## src/rtl/edf_arbiter.sv

```systemverilog
// Earliest-Deadline-First arbiter: per-requester saturating countdown deadlines, picks the
// pending requester with the smallest remaining deadline and holds the grant until accepted.
module edf_arbiter #(
   parameter int INPUTS        = 4,
   parameter int DEADLINE_SIZE = 16
) (
   input  logic                                   clock,
   input  logic                                   reset,
   input  logic [INPUTS-1:0]                      valid,
   input  logic [INPUTS-1:0][DEADLINE_SIZE-1:0]   period,
   input  logic                                   ready,
   output logic [$clog2(INPUTS)-1:0]              index,
   output logic                                   index_valid,
   output logic [INPUTS-1:0]                      pop,
   output logic [INPUTS-1:0]                      miss
);

   localparam int IW = $clog2(INPUTS);

   typedef enum logic [0:0] {
      IDLE  = 1'b0,
      GRANT = 1'b1
   } state_t;

   state_t                                r_state;
   state_t                                w_state_nxt;
   logic [IW-1:0]                         r_index;
   logic [IW-1:0]                         w_index_nxt;
   logic                                  r_index_valid;
   logic                                  w_index_valid_nxt;
   logic [INPUTS-1:0][DEADLINE_SIZE-1:0]  r_d;
   logic [INPUTS-1:0]                     r_valid_q;
   logic [INPUTS-1:0]                     r_miss;
   logic [INPUTS-1:0]                     w_pop;
   logic [IW-1:0]                         w_win;
   logic [DEADLINE_SIZE-1:0]              w_best_d;
   logic                                  w_found;

   // Minimum remaining deadline among pending requesters; strict compare keeps lowest index on ties.
   always_comb begin
      w_win    = {IW{1'b0}};
      w_best_d = {DEADLINE_SIZE{1'b1}};
      w_found  = 1'b0;
      for (int i = 0; i < INPUTS; i++) begin
         if (valid[i] && (!w_found || (r_d[i] < w_best_d))) begin
            w_found  = 1'b1;
            w_best_d = r_d[i];
            w_win    = IW'(i);
         end else begin
            w_found  = w_found;
         end
      end
   end

   // Head consumed only while the granted requester is still pending and downstream accepts.
   always_comb begin
      w_pop = {INPUTS{1'b0}};
      if ((r_state == GRANT) && ready && valid[r_index]) begin
         w_pop = {{(INPUTS-1){1'b0}}, 1'b1} << r_index;
      end else begin
         w_pop = {INPUTS{1'b0}};
      end
   end

   // Next-state and grant bookkeeping.
   always_comb begin
      w_state_nxt       = r_state;
      w_index_nxt       = r_index;
      w_index_valid_nxt = r_index_valid;
      case (r_state)
         IDLE: begin
            if (|valid) begin
               w_index_nxt       = w_win;
               w_index_valid_nxt = 1'b1;
               w_state_nxt       = GRANT;
            end else begin
               w_index_valid_nxt = 1'b0;
            end
         end
         GRANT: begin
            if (!valid[r_index] || ready) begin
               w_index_valid_nxt = 1'b0;
               w_state_nxt       = IDLE;
            end else begin
               w_state_nxt       = GRANT;
            end
         end
         default: begin
            w_index_valid_nxt = 1'b0;
            w_state_nxt       = IDLE;
         end
      endcase
   end

   // FSM state and grant registers.
   always_ff @(posedge clock or negedge reset) begin
      if (!reset) begin
         r_state       <= IDLE;
         r_index       <= {IW{1'b0}};
         r_index_valid <= 1'b0;
      end else begin
         r_state       <= w_state_nxt;
         r_index       <= w_index_nxt;
         r_index_valid <= w_index_valid_nxt;
      end
   end

   // Per-requester deadline countdown: reload on pop or new head, saturate at zero, flag misses.
   always_ff @(posedge clock or negedge reset) begin
      if (!reset) begin
         r_d       <= {INPUTS{{DEADLINE_SIZE{1'b1}}}};
         r_valid_q <= {INPUTS{1'b0}};
         r_miss    <= {INPUTS{1'b0}};
      end else begin
         r_valid_q <= valid;
         for (int i = 0; i < INPUTS; i++) begin
            if (w_pop[i] || (valid[i] && !r_valid_q[i])) begin
               r_d[i]    <= period[i];
               r_miss[i] <= 1'b0;
            end else if (valid[i] && (r_d[i] != {DEADLINE_SIZE{1'b0}})) begin
               r_d[i]    <= r_d[i] - {{(DEADLINE_SIZE-1){1'b0}}, 1'b1};
            end else if (valid[i]) begin
               r_miss[i] <= 1'b1;
            end else begin
               r_d[i]    <= r_d[i];
            end
         end
      end
   end

   assign index       = r_index;
   assign index_valid = r_index_valid;
   assign pop         = w_pop;
   assign miss        = r_miss;

endmodule

```

## config.mk

```make
export PLATFORM = sky130hd
export DESIGN_NAME = edf_arbiter
export DESIGN_NICKNAME = d
export VERILOG_FILES = /design/src/rtl/edf_arbiter.sv
export SDC_FILE = /design/constraint.sdc
export NUM_CORES = 1
export LEC_CHECK = 0
export CORE_ASPECT_RATIO = 0.75
export CORE_MARGIN = 1
export CORE_UTILIZATION = 56
export CTS_CLUSTER_DIAMETER = 150
export CTS_CLUSTER_SIZE = 40
export DETAILED_ROUTE_END_ITERATION = 10
export GPL_TIMING_DRIVEN = 0
export PLACE_DENSITY = 0.82
export SYNTH_ARGS = -nofsm -noshare
export SYNTH_HDL_FRONTEND = slang
export SYNTH_SLANG_ARGS = --single-unit
```

## constraint.sdc

```tcl
create_clock -name clock -period 6.87 [get_ports clock]
set_clock_uncertainty 0.2 [all_clocks]
set_input_delay 1.374 -clock clock [delete_from_list [all_inputs] [get_ports clock]]
set_output_delay 1.374 -clock clock [all_outputs]
set_load 0.05 [all_outputs]
```

Yosys cells after proc, flatten, opt, wreduce, memory -nomap -nowiden. Cells that the tools add are included.

Muxes and demuxes: 37. Shift operators: 1. Equal/unequal tests: 5. Reduce and logical (&&, ||, !) cells: 47. Div/mod/pow operators: 0. Bitwise gates (word level): 1. Magnitude comparators: 4. Multiply operators: 0. Add/sub/neg operators: 4.

Operators with widths (count): $mux 16 (11); $reduce_bool 16->1 (4); $sub 16x1->16 const B (4); $lt 16x16->1 (3); $mux 1 (20); $reduce_bool 2->1 (8); $logic_and 1x1->1 (13); $reduce_and 2->1 (5); $logic_not 1->1 (8); $logic_or 1x1->1 (8); $ne 2x2->1 const B (4); $mux 2 (2); $mux 4 (1); $pmux 1 s2 (2); $reduce_or 4->1 (1); $shl 1x2->4 const A (1); $lt 2x3->1 const B (1); $bmux 1 s2 (1); $ne 2x1->1 const B (1); $not 1->1 (1).

Latch bits: 0. Register bits after elaboration: 76. Bits of input ports: 71. Output and inout bits: 11. Memories kept: 0. Memory bits (writable): 0. ROM bits: 0. Logic and storage cells: 111.

Depth between registers and ports, before layout. Gate-level depths: netlist of the first run.

Word-level depth: 13. Mapped depth: 30. Gate-level depth less buffers: 27.

Least setup slack after synthesis of the first run. No wires, ideal clock.

Kind: input-to-reg. Start point: in valid[0]. End point: reg r_index[0] (netlist: index[0]). Stages on the path: 28. Buffers on the path: 3. Path slack: -0.598 ns. Arrival: 7.152 ns. Required time: 6.554 ns. Setup time: 0.116 ns. Cells stage by stage: inv_1 clkbuf_1 nor2_1 ha_1 nand2_1 a2111o_1 a211oi_2 a2111oi_4 o22ai_1 clkbuf_1 nand2_1 o21ai_0 ha_1 and3_1 o21ai_0 o2111ai_1 o41ai_4 buf_8 mux2_4 ha_1 a21o_1 a21oi_1 nor2_1 a2111o_1 a2111oi_0 and3_1 a31oi_1 o311ai_0.

Longest elaborated chain between the ends: 13. Elaborated cells between the ends (all ways): 23. Those cells by class: order compare (3); mux (9); reduce/logical (11).

RTL lines: from (decl) (RTL line 9) `input logic [INPUTS-1:0] valid,`; $mux 16 or $mux 1 (tied branches) (RTL line 45) `if (valid[i] && (!w_found || (r_d[i] < w_best_d))) begin`; $lt 16x16->1 or $logic_not 1->1 (tied branches) (RTL line 45); $logic_or 1x1->1 (RTL line 45); $logic_and 1x1->1 (RTL line 45); $mux 16 or $mux 1 (tied branches) (RTL line 45); $lt 16x16->1 or $logic_not 1->1 (tied branches) (RTL line 45); $logic_or 1x1->1 (RTL line 45); $logic_and 1x1->1 (RTL line 45); $mux 16 or $mux 1 (tied branches) (RTL line 45); $lt 16x16->1 or $logic_not 1->1 (tied branches) (RTL line 45); $logic_or 1x1->1 (RTL line 45); $logic_and 1x1->1 (RTL line 45); $mux 2 (RTL line 45); to (signal assigned) (RTL line 99) `r_index <= {IW{1'b0}};`; to (signal assigned) (RTL line 103) `r_index <= w_index_nxt;`; to (decl) (RTL line 27) `logic [IW-1:0] r_index;`.

Several ways; a longest one is shown, not always the timed one. A chain may end at the register's enable or synchronous reset.

Worst setup path in the final report of the first run. Same ends and word-level chain as after synthesis.

==> qor.txt, run 1 <==
Fillers: 591
Violated checks: setup timing
Type of the worst setup path: primary input to flip-flop
CP required: 6.92 ns
Layout cells sized above 1: 28.4%
Dpl cells: 871
Total core area: 0.00977 sq mm
Die H: 89.4 um
Relative slew slack: 39.5%
Detailed-route DRC error count: 0
Met2 Use GR: 50.5%
Max-slew violations: 0
Setup violators final: 2
Number of cell rows: 31
Syn Inst Count: 657
Post-layout util: 80.6%
Total grt overflow: 0
CTS H-tree lvls: 3
Via count: 6002
Global routing usage on met3: 6.12%
Peak Freq: 140 MHz
Largest net degree at the start of global routing: 42
Async set-reset flop share out of synthesis: 100%
Met1 Use GR: 44.2%
RD Place Congestion: 0.904
IO Pins: 82
Hpwl dp: 12100 um
Placement Setup Slack: -1.66 ns
Routed wire length: 19600 um
Worst-Margin Slew: 0.901 ns
Post-synth EDFFs: 0
Worst-path clk slew: 0.07 ns
Max cap viols: 0
Worst skew pair latency: 0.35 ns
Clock sinks: 76
Fin. Hold Viols: 0
Unrepaired setup endpoints after global routing: true
Number of synthesis warnings: 0
All-Layer GR Usage: 32.0%
First-pass GRT wire length: 26300 um
Sequential element share of the synthesized area: 34.7%
Hold Crit Class: flip-flop to flip-flop
Initial antenna violation count: 0
WP data arrival: 7.21 ns
Buf/Inv on CP: 6
Commonest non-fill, non-tap cell in the layout: nand2_1
Pleak: 3.02 nW
CP Launch Type: primary input
Pwr Total: 3.33 mW
Area Overhead vs Synth: 38.1%
Antenna fix cells: 0
Post-layout min period: 7.16 ns
Initial Util: 58.4%
Synthesized flop and latch total: 76
Post-route ant nets: 0
Cell Count, Final, Fillers Out: 923
CP max-delay cell: or3_1
Via count of the first global-routing pass: 5402
TritonCTS Buffers: 9
Die ar.: 0.0106 sq mm
Hold Slack: 0.290 ns
Most congested layer reported by global routing: met2
Top FF cell, synth: dfstp_2
Status: complete, but fails checks
Setup crit end kind: flip-flop
DP Area: 0.00677 sq mm
WL/cell: 21.2 um
Die X: 119 um
TNS Setup: -0.537 ns
Delay-heaviest family, CP: compound AO/OA/AOI/OAI gates
IO buf count: 81
Cell Pwr Density: 423 mW/mm^2
Syn avg cell area: 8.69 sq um
Vias/cell: 6.50
Setup WS post-layout: -0.287 ns
Clock Path Buffers: 2
Fin crit share: 104%
Drt first pass iters: 7
Final Cell Area: 0.00788 sq mm
Commonest cells after routing, fill and taps aside: nand2_1 (80), clkdlybuf4s50_1 (79), dfstp_2 (64), nor2_1 (55), o21ai_0 (53)
DRC marker count from the first detailed-route iteration: 750
Count of cell types in the netlist: 56
Cell area after synthesis: 0.00571 sq mm
Layout net count: 904
Clock Tree Root: clkbuf_16
CTS tree: yes
Worst VDD drop: 0.202 mV
Hold-fix buffers, CTS: 0
Max incr delay on CP: 0.40 ns
Max FO, Critical Path: 6
Syn nets: 775
timing repair:
action | 4_1_cts | 5_1_grt
buffers inserted | 14 | 18
setup endpoints to repair | 2 | 2
pin swaps | 16 | 37
resized for setup | 47 | 68
gates cloned | 3 | 1
cell usage after synthesis (2+ instances only):
| cell | count | area share, % |
|---|---|---|
| nor4b_1 | 3 | 0.46 |
| nor3b_1 | 4 | 0.53 |
| dfrtp_1 | 12 | 5.3 |
| or3_1 | 11 | 1.2 |
| xnor2_1 | 45 | 6.9 |
| o22ai_1 | 4 | 0.44 |
| a211oi_1 | 3 | 0.39 |
| a31oi_1 | 5 | 0.55 |
| and2_1 | 2 | 0.22 |
| nor4_1 | 17 | 1.9 |
| nor2_1 | 67 | 4.4 |
| ha_1 | 47 | 10 |
| and3_1 | 2 | 0.22 |
| a2111o_1 | 2 | 0.39 |
| nand2b_1 | 4 | 0.44 |
| nand2_1 | 81 | 5.3 |
| nand3_1 | 13 | 1.1 |
| o21a_1 | 4 | 0.53 |
| a21oi_1 | 37 | 3.2 |
| or2_2 | 3 | 0.33 |
| mux2_4 | 9 | 2.4 |
| mux2_2 | 9 | 1.8 |
| o41ai_4 | 2 | 0.96 |
| or4_1 | 6 | 0.79 |
| xor2_1 | 10 | 1.5 |
| nand4_1 | 11 | 1.2 |
| o2111ai_1 | 2 | 0.31 |
| inv_1 | 36 | 2.4 |
| nand4b_1 | 4 | 0.61 |
| dfstp_2 | 64 | 29 |
| a21o_1 | 6 | 0.79 |
| nor3_1 | 20 | 1.8 |
| o21ai_0 | 71 | 6.2 |
| clkbuf_1 | 19 | 1.2 |
area by class of cell:
cell class | instances | area (sq um) | area share (%)
Timing Repair Buffer | 118 | 1140 | 14.5
Clock buffer | 9 | 225 | 2.86
Multi-Input combinational cell | 524 | 3990 | 50.7
Tap cell | 132 | 165 | 2.10
Sequential cell | 76 | 1980 | 25.1
Inverter | 36 | 139 | 1.76
Buffer | 21 | 135 | 1.71
Clock inverter | 7 | 98.8 | 1.25
registers in the layout (all words and copies together) (netlist names):
| name | cells |
|---|---|
| r_d | 64 |
| index_valid | 1 |
| miss | 4 |
| r_valid_q | 4 |
| index | 2 |
| r_state | 1 |
worst register-to-register path, stage by stage (launching register included):
cell,delay (ns)
dfstp_2,0.60
nor2_4,0.06
ha_1,0.38
nand3_4,0.10
a2111o_1,0.41
a211oi_2,0.30
a2111oi_4,0.07
o22ai_2,0.16
buf_4,0.16
clkbuf_4,0.17
nand2_1,0.07
o21ai_2,0.13
ha_4,0.26
a21o_1,0.19
o21ai_2,0.19
o2111ai_4,0.20
o41ai_4,0.37
buf_4,0.23
mux2_2,0.36
ha_1,0.33
a211oi_2,0.24
nand2_1,0.11
a31oi_1,0.21
nor3_1,0.08
or3_1,0.40
a31oi_4,0.20
a31oi_4,0.07
o311ai_2,0.09
kinds of logic (layout without fill, tap and decap cells):
group / Yosys count / count (layout) / share of synthesized area (%)
muxes: 19 / 19 / 4.54
buffers and inverters: 57 / 191 / 3.97
and+or+nand+nor: 252 / 252 / 21.3
adders and majority gates: 47 / 47 / 10.3
DFF: 76 / 76 / 34.7
AOI/OAI and AO/OA: 151 / 151 / 16.7
xor gates and xnor gates: 55 / 55 / 8.44
routing by layer:
metal  wire length [um]  vias up
met4                964        0
met5                  0        -
li1                   -     2606
met3               2190      117
met2               8740      424
met1               7670     2855
power breakdown:
group	leakage (nW)	total, mW	internal [mW]	switching, mW
logic	2.04	1.78	0.830	0.945
registers	0.821	1.03	0.728	0.302
clock network	0.156	0.530	0.320	0.210
total	3.02	3.33	1.88	1.46
worst paths after layout:
| path | end | cells after the start | start | slack (ns) |
|---|---|---|---|---|
| max reg2reg | index[0]$_DFFE_PN0P_ | 27 | r_d[7]$_DFFE_PN1P_ | 0.45 |
| min | miss[1]$_DFFE_PN0P_ | 1 | miss[1]$_DFFE_PN0P_ | 0.29 |
| min reg2reg | miss[1]$_DFFE_PN0P_ | 1 | miss[1]$_DFFE_PN0P_ | 0.29 |
| min in group asynchronous | miss[2]$_DFFE_PN0P_ | 1 | reset | 0.78 |
| max in group asynchronous | r_d[10]$_DFFE_PN1P_ | 2 | reset | 5.04 |
| max | index[0]$_DFFE_PN0P_ | 28 | valid[0] | -0.29 |
Power figures use the tool's default switching activity.
==> run 2, diff against run 1 <==
--- a/config.mk
+++ b/config.mk
@@ -9,7 +9,6 @@
 export CORE_MARGIN = 1
 export CORE_UTILIZATION = 56
 export CTS_CLUSTER_DIAMETER = 150
-export CTS_CLUSTER_SIZE = 40
 export DETAILED_ROUTE_END_ITERATION = 10
 export GPL_TIMING_DRIVEN = 0
 export PLACE_DENSITY = 0.82
==> results of run 2 <==
No change in the layout: final DEF, timing and power equal those of run 1.
